File: config.mk
export PLATFORM = sky130hd
export DESIGN_NAME = rv_rr_arbiter
export DESIGN_NICKNAME = d
export VERILOG_FILES = /design/src/rtl/rv_arb_pkg.sv /design/src/rtl/rr_pick.sv /design/src/rtl/rv_rr_arbiter.sv
export SDC_FILE = /design/constraint.sdc
export NUM_CORES = 1
export LEC_CHECK = 0
export CAP_MARGIN = 20
export CORE_MARGIN = 2
export CORE_UTILIZATION = 45
export DETAILED_ROUTE_END_ITERATION = 8
export GPL_TIMING_DRIVEN = 1
export PLACE_DENSITY = 0.8
export SLEW_MARGIN = 20
export SYNTH_ARGS = -nofsm -noshare
export SYNTH_HDL_FRONTEND = slang
export SYNTH_SLANG_ARGS = --single-unit
File: constraint.sdc
create_clock -name clk -period 5.15 [get_ports clk]
set_input_delay 1.03 -clock clk [delete_from_list [all_inputs] [get_ports clk]]
set_output_delay 1.03 -clock clk [all_outputs]
set_load 0.1 [all_outputs]
File: src/rtl/rv_arb_pkg.sv
// Shared types and helpers for the round-robin ready/valid arbiter.
package rv_arb_pkg;

  typedef enum logic [0:0] {
    ARB_IDLE   = 1'b0,
    ARB_LOCKED = 1'b1
  } arb_state_t;

  function automatic int src_width(input int n);
    if (n < 2) begin
      return 1;
    end else begin
      return $clog2(n);
    end
  endfunction

endpackage

File: src/rtl/rr_pick.sv
// Wrap-around first-set search: lowest requesting index at or after ptr.
module rr_pick #(
  parameter int N  = 4,
  parameter int PW = 2
) (
  input  logic [N-1:0]  req,
  input  logic [PW-1:0] ptr,
  output logic          any,
  output logic [PW-1:0] idx
);

  logic [2*N-1:0] dbl_s;
  logic [N-1:0]   rot_s;
  logic [PW-1:0]  off_s;
  logic [PW:0]    sum_s;

  assign any = |req;

  // Rotate the doubled request vector so ptr lands at bit 0, then priority-encode.
  always_comb begin
    dbl_s = {req, req};
    rot_s = '0;
    for (int i = 0; i < N; i++) begin
      rot_s[i] = dbl_s[32'(ptr) + i];
    end
    off_s = '0;
    for (int i = N - 1; i >= 0; i--) begin
      if (rot_s[i]) begin
        off_s = PW'(i);
      end else begin
        off_s = off_s;
      end
    end
    sum_s = {1'b0, ptr} + {1'b0, off_s};
    if (sum_s >= (PW+1)'(N)) begin
      idx = PW'(sum_s - (PW+1)'(N));
    end else begin
      idx = sum_s[PW-1:0];
    end
  end

endmodule

File: src/rtl/rv_rr_arbiter.sv
// Round-robin merge of NUM_REQ ready/valid byte streams with burst lock and
// a registered output stage tagged with the source index.
module rv_rr_arbiter
  import rv_arb_pkg::*;
#(
  parameter  int NUM_REQ    = 4,
  parameter  int DATA_WIDTH = 8,
  parameter  int MAX_BURST  = 4,
  localparam int SRC_W      = src_width(NUM_REQ)
) (
  input  logic                          clk,
  input  logic                          rst_n,
  input  logic [NUM_REQ*DATA_WIDTH-1:0] in_data,
  input  logic [NUM_REQ-1:0]            in_valid,
  output logic [NUM_REQ-1:0]            in_ready,
  output logic [DATA_WIDTH-1:0]         out_data,
  output logic [SRC_W-1:0]              out_src,
  output logic                          out_valid,
  input  logic                          out_ready
);

  localparam int BW = $clog2(MAX_BURST + 1);

  arb_state_t            state_r;
  logic [SRC_W-1:0]      ptr_r;
  logic [SRC_W-1:0]      owner_r;
  logic [BW-1:0]         burst_cnt_r;
  logic [DATA_WIDTH-1:0] out_data_r;
  logic [SRC_W-1:0]      out_src_r;
  logic                  out_valid_r;

  logic                  load_en_s;
  logic                  owner_hold_s;
  logic [SRC_W-1:0]      owner_next_s;
  logic [SRC_W-1:0]      pick_ptr_s;
  logic [SRC_W-1:0]      pick_idx_s;
  logic                  pick_any_s;
  logic [SRC_W-1:0]      sel_s;
  logic                  xfer_s;
  logic [DATA_WIDTH-1:0] sel_data_s;

  function automatic logic [SRC_W-1:0] wrap_inc(input logic [SRC_W-1:0] v);
    if (v == SRC_W'(NUM_REQ - 1)) begin
      return '0;
    end else begin
      return v + SRC_W'(1);
    end
  endfunction

  rr_pick #(
    .N  (NUM_REQ),
    .PW (SRC_W)
  ) u_pick (
    .req (in_valid),
    .ptr (pick_ptr_s),
    .any (pick_any_s),
    .idx (pick_idx_s)
  );

  // Selection and handshake: a released lock searches onward from owner+1.
  always_comb begin
    load_en_s    = ~out_valid_r | out_ready;
    owner_next_s = wrap_inc(owner_r);
    if (state_r == ARB_LOCKED) begin
      owner_hold_s = in_valid[owner_r];
      pick_ptr_s   = owner_next_s;
    end else begin
      owner_hold_s = 1'b0;
      pick_ptr_s   = ptr_r;
    end
    sel_s      = owner_hold_s ? owner_r : pick_idx_s;
    xfer_s     = load_en_s & pick_any_s & rst_n;
    sel_data_s = in_data[sel_s*DATA_WIDTH +: DATA_WIDTH];
    in_ready   = '0;
    if (xfer_s) begin
      in_ready[sel_s] = 1'b1;
    end else begin
      in_ready = '0;
    end
  end

  // Output register, arbitration FSM and burst counter; all frozen on stall.
  always_ff @(posedge clk or negedge rst_n) begin
    if (!rst_n) begin
      state_r     <= ARB_IDLE;
      ptr_r       <= '0;
      owner_r     <= '0;
      burst_cnt_r <= '0;
      out_data_r  <= '0;
      out_src_r   <= '0;
      out_valid_r <= 1'b0;
    end else if (load_en_s) begin
      out_valid_r <= xfer_s;
      if (xfer_s) begin
        out_data_r <= sel_data_s;
        out_src_r  <= sel_s;
      end
      case (state_r)
        ARB_IDLE: begin
          if (xfer_s) begin
            if (MAX_BURST == 1) begin
              ptr_r <= wrap_inc(sel_s);
            end else begin
              state_r     <= ARB_LOCKED;
              owner_r     <= sel_s;
              burst_cnt_r <= BW'(1);
            end
          end
        end
        ARB_LOCKED: begin
          if (owner_hold_s) begin
            if (burst_cnt_r + BW'(1) == BW'(MAX_BURST)) begin
              state_r     <= ARB_IDLE;
              ptr_r       <= owner_next_s;
              burst_cnt_r <= '0;
            end else begin
              burst_cnt_r <= burst_cnt_r + BW'(1);
            end
          end else if (xfer_s) begin
            if (MAX_BURST == 1) begin
              state_r     <= ARB_IDLE;
              ptr_r       <= wrap_inc(sel_s);
              burst_cnt_r <= '0;
            end else begin
              owner_r     <= sel_s;
              burst_cnt_r <= BW'(1);
            end
          end else begin
            state_r     <= ARB_IDLE;
            ptr_r       <= owner_next_s;
            burst_cnt_r <= '0;
          end
        end
        default: begin
          state_r     <= ARB_IDLE;
          ptr_r       <= '0;
          burst_cnt_r <= '0;
        end
      endcase
    end
  end

  assign out_data  = out_data_r;
  assign out_src   = out_src_r;
  assign out_valid = out_valid_r;

endmodule

==> reports/results.ini <==
[status]
outcome = complete, no violations

[timing]
setup_tns_ns = 0
worst_pin_slew_ns = 1.040
drv_slew = 0
whs_ns = 0.5048
maxSlewHeadroom_pct = 30.48
worst_clock_skew_ns = 0.007499
setup_viol = 0
grt_setup_unrepaired = false
hold_violations = 0
fmax_mhz = 204.1
min_period_ns = 4.899
period_share_pct = 95.13

[global_routing]
antenna_found_initial = 0
grt_max_degree = 20
grt_usage_pct = 21.35
grt_pass1_wl_um = 6603
grt_pass1_vias = 1384
grt_overflow = 0

[clock_tree]
htree_levels = 1
cts_root_buffer = clkbuf_4
cts_num_sinks = 19
numCtsBuffers = 3
clock_latency_ns = 0.33
clk_path_buf_depth = 2
clkTransAtPathRegs_ns = 0.13
cts_tree = yes
ctsHoldBuffers = 0

[die]
die_area_sq_um = 3856
dieWidth_um = 62.10
dieHeight_um = 62.10
num_rows = 21
ios = 54
coreArea_sq_um = 3284
start_util_pct = 46.25

[route]
vias_per_cell = 5.347
drt-wirelength-per-cell_um = 14.33
drt-pass1-iter-count = 4
via_count = 1481
routed_wl_um = 3970
drc = 0
ant_nets = 0
drt_iter0_markers = 57

[synthesis]
synth-simple-area-share_pct = 25.37
synthTopCellsByCount = nand2_1 (31), dfrtp_1 (19), nor2_1 (18)
ys.flop_type = dfrtp_1
synthXorXnorAreaFrac_pct = 1.153
synth.avg_cell_area_sq_um = 8.935
synth.most_common_cell = nand2_1
synthAdderAreaFrac_pct = 4.119
synth.area.mux_share_pct = 18.45
seq_area_frac_synth_pct = 31.30
synth-seq-cells = 19
syn-num-nets = 214
synthCells = 170
async_reset_ff_share_pct = 100.0
syn_area_sq_um = 1519
synth_top_family_by_area = simple AND/OR/NAND/NOR gates
synthTopCellsByArea = dfrtp_1 (31%), mux2_2 (8.2%), nand2_1 (7.7%), o211ai_2 (5.8%), mux2i_1 (5.3%)
yosysTopAreaCellShare_pct = 31.30
synth-compound-area-share_pct = 15.82
synth_edf_count = 0
synth_cell_type_count = 43
synth_top_area_cell = dfrtp_1
yosysWarnings = 0

[critical_path]
slowest_stage = dfrtp_1
path_max_fanout = 9
crit_arrival_ns = 3.87
path_cells = ha_1 -> mux2i_4 -> inv_1 -> ha_1 -> mux4_2 -> a21oi_1 -> nor3_1 -> ha_1 -> xnor2_2 -> nor2_1 -> o31ai_1 -> o31a_1 -> and2_4 -> nor3b_2 -> buf_12
crit_path_frequent_cell = ha_1
crit_path_max_incr_delay_ns = 0.49
path_class = register to primary output
critPathCaptureType = primary output
cp-start-kind = register
required_ns = 4.12

[finish]
layout-drive-gt1-share_pct = 20.35
fillers = 274
fin_cells = 277
num_antenna_cells = 0
regArea_sq_um = 475.5
syn_to_final_growth_pct = 47.28
multi_input_area_sq_um = 1012
nets = 276

[placed_design]
io_buffers = 53
hpwl_um = 3017
place_inst = 270
gp_congestion = 0.8335

[job]
max_cap_viol_count = 0

[hold_path]
hold_path_class = register to register

==> final timing paths <==
path	from	to	slack (ns)	cells past startpoint
min	out_data[2]	out_data[2]	0.50	2
min in group asynchronous	rst_n	out_data[3]	1.15	2
max in group asynchronous	rst_n	ptr_r[0]	3.79	2
max reg2reg	owner_r[0]	out_data[7]	1.42	13
min reg2reg	out_data[2]	out_data[2]	0.50	2
max	owner_r[0]	in_ready[1]	0.25	15
==> critical path: cells and delay by family (launching register included) <==
kind | cells | cell delay, ns
compound gates | 3 | 0.43
xor+xnor | 1 | 0.21
fa+ha+maj | 3 | 0.91
buf+inv | 2 | 0.36
flops | 1 | 0.49
mux | 2 | 0.55
simple gates | 4 | 0.60
==> layout by cell type (no fill, tap or decap), types with 4 or more instances in the layout <==
cell type        instances
o21ai_0                  4
buf_12                   4
nand2b_1                 4
nor3_1                   5
nand3_1                 10
o211ai_2                 7
clkdlybuf4s50_1         49
mux2i_1                  8
nor2_1                  17
nand2_1                 31
mux2_2                  11
a21oi_1                  4
dfrtp_1                 19
buf_4                   11
ha_1                     5
==> timing repair <==
item	CTS	global route
buffers inserted	0	3
resized for setup	0	2
setup endpoints to repair	0	3
==> state kept, by name, summed over array words and instances, names as in the netlist <==
| signal | cells |
|---|---|
| out_data | 8 |
| burst_cnt_r | 3 |
| out_src | 2 |
| owner_r | 2 |
| ptr_r | 2 |
| out_valid | 1 |
| state_r | 1 |
==> cell families after synthesis <==
kind of cell	count (synthesis)
buf+inv	10
mux	23
simple gates	82
fa+ha+maj	5
xor+xnor	2
flops	19
compound gates	29
==> stage by stage <==
step | utilization, % | instance area, sq um | setup WS [ns]
after floorplan | - | 1529 | -0.1742
after global placement | 66.10 | 2171 | 0.3080
after detailed placement | 66.10 | 2171 | 0.2646
after CTS | 66.93 | 2198 | 0.08572
after global routing | 68.11 | 2237 | 0.02877
final | 68.11 | 2237 | 0.2507
==> layer usage <==
metal	vias to the layer above	share of wire [%]	wire length [um]	track usage [%]
met4	0	2.3	92	10.28
met1	692	43	1692	27.76
met2	49	51	2034	35.05
li1	733	-	-	-
met5	-	0	0	0
met3	7	3.8	151	3.080
==> final cells by class <==
type                    instances  area share, %
clock inverters                 1         0.2237
repair buffers                 64          29.19
well taps                      46          2.573
inverters                       3         0.5034
multi-input cells             141          45.25
flip-flops and latches         19          21.25
clock buffers                   3          1.007
Power is not shown: default switching activity piles up to over one toggle a cycle in this logic, so the estimate is an artifact.
==> variant (same flow settings) <==
Reset style: synchronous (`rst_n`), changed in one clocked block.
--- a/src/rtl/rv_rr_arbiter.sv
+++ b/src/rtl/rv_rr_arbiter.sv
@@ -80,7 +80,7 @@
   end
 
   // Output register, arbitration FSM and burst counter; all frozen on stall.
-  always_ff @(posedge clk or negedge rst_n) begin
+  always_ff @(posedge clk) begin
     if (!rst_n) begin
       state_r     <= ARB_IDLE;
       ptr_r       <= '0;
Function: differs if rst_n is asserted again (counterexample within 4 cycles, from zero or initial values and one cycle with rst_n low); with rst_n held inactive, the same outputs for 10 cycles.
==> variant against the unedited design <==
Largest cell class unchanged; synthesized area rose by 11%; final area rose by 9.5%; sequential cell count did not move; highest routed layer unchanged; critical endpoint is now in_ready[0]; worst setup slack improved by 4.6 ps; routed wire length rose by 3.3%.
==> variant: results <==
[yosys]
seq_area_frac_synth_pct = 22.6
async_flop_share_pct = 0
synth-main-ff-cell = "dfxtp_1"
synth_cell_types = 52
yosys_warnings = 0
syn_nets = 235

[layout]
drive_above_1_share_pct = 25.0
finalNetCount = 293
fillers = 313

[place]
preCtsSetupSlack_ps = 279
routabilityCongestion = 0.881

[sta]
max_slew.worst_pin.slew_ps = 1000
skew_ps = 3.80
holdWs_ps = 482
fin_crit_ps = 4890

[global_route]
grt_use_total_pct = 21.1
grt_pass1_vias = 1544

[routing]
drt-pass1-iter-count = 4
drt_wl_total_um = 4100
vias = 1649
drtIter0Drc = 168

[clock_network]
clk_pin_slew_worst_paths_ps = 70
cts_root_buf = "clkbuf_8"

[hold_path]
hp-start = "out_data[6]"

[setup_path]
reg2reg_to = "out_data[3]"
arrival_ps = 3860

[run_status]
status = "finished, final reports clean"
[variant: power breakdown]
group	leakage (nW)	total, W	internal, W	switching [W]
clock network	0.0255	0.000106	0.0000538	0.0000517
logic	0.764	0.000801	0.000302	0.000500
registers	0.158	0.000201	0.000181	0.0000208
total	0.948	0.00111	0.000536	0.000572
[variant: cells by family (layout without fill, tap and decap cells)]
family                   count (synthesis)  after routing  synth area share (%)
AND/OR/NAND/NOR                         73             73                  21.8
flip-flops                              19             19                  22.6
buffers and inverters                   16             73                  5.12
XOR/XNOR                                 5              5                  4.16
AO/OA/AOI/OAI                           47             47                  22.4
adder cells (fa/ha/maj)                  5              5                  3.71
multiplexers                            26             26                  20.3
[variant: final cells by class]
class / count / share of cell area, %
Clock buffer: 3 / 1.69
Clock inverter: 1 / 0.204
Inverter: 5 / 0.868
Multi-Input combinational cell: 156 / 52.5
Sequential cell: 19 / 15.6
Tap cell: 48 / 2.45
Timing Repair Buffer: 64 / 26.7
[variant: per-stage QoR]
stage               utilization (%)  instance area (µm²)  std cells
floorplan                         -                 1760        191
global placement               66.2                 2400        292
detailed placement             66.2                 2400        292
CTS                            67.4                 2450        296
global route                   67.4                 2450        296
finish                         67.4                 2450        296
[variant: worst max-delay path by stage]
stage	end	from
4_1_cts	in_ready[0]	in_valid[0]
3_3_place_gp	in_ready[2]	in_valid[0]
3_5_place_dp	in_ready[0]	in_valid[0]
6_report	in_ready[0]	in_valid[0]
2_1_floorplan	in_ready[2]	owner_r[1]
5_1_grt	in_ready[0]	in_valid[0]
[variant: routing by layer]
metal  vias to the layer above  GRT usage (%)  wire length [µm]
met4                         0           4.17                21
met3                         2           6.34               350
li1                        822              -                 -
met1                       756           28.1              1710
met5                         -              0                 0
met2                        69           33.8              2020
[variant: critical path: stages]
cell and delay, ps:
clkdlybuf4s50_1 590, mux4_2 540, a21oi_1 150, nor2_1 90
ha_2 240, xnor2_4 160, nor2_1 70, o21ai_1 130
o41ai_4 120, or2_4 280, nor3_4 230, buf_12 210
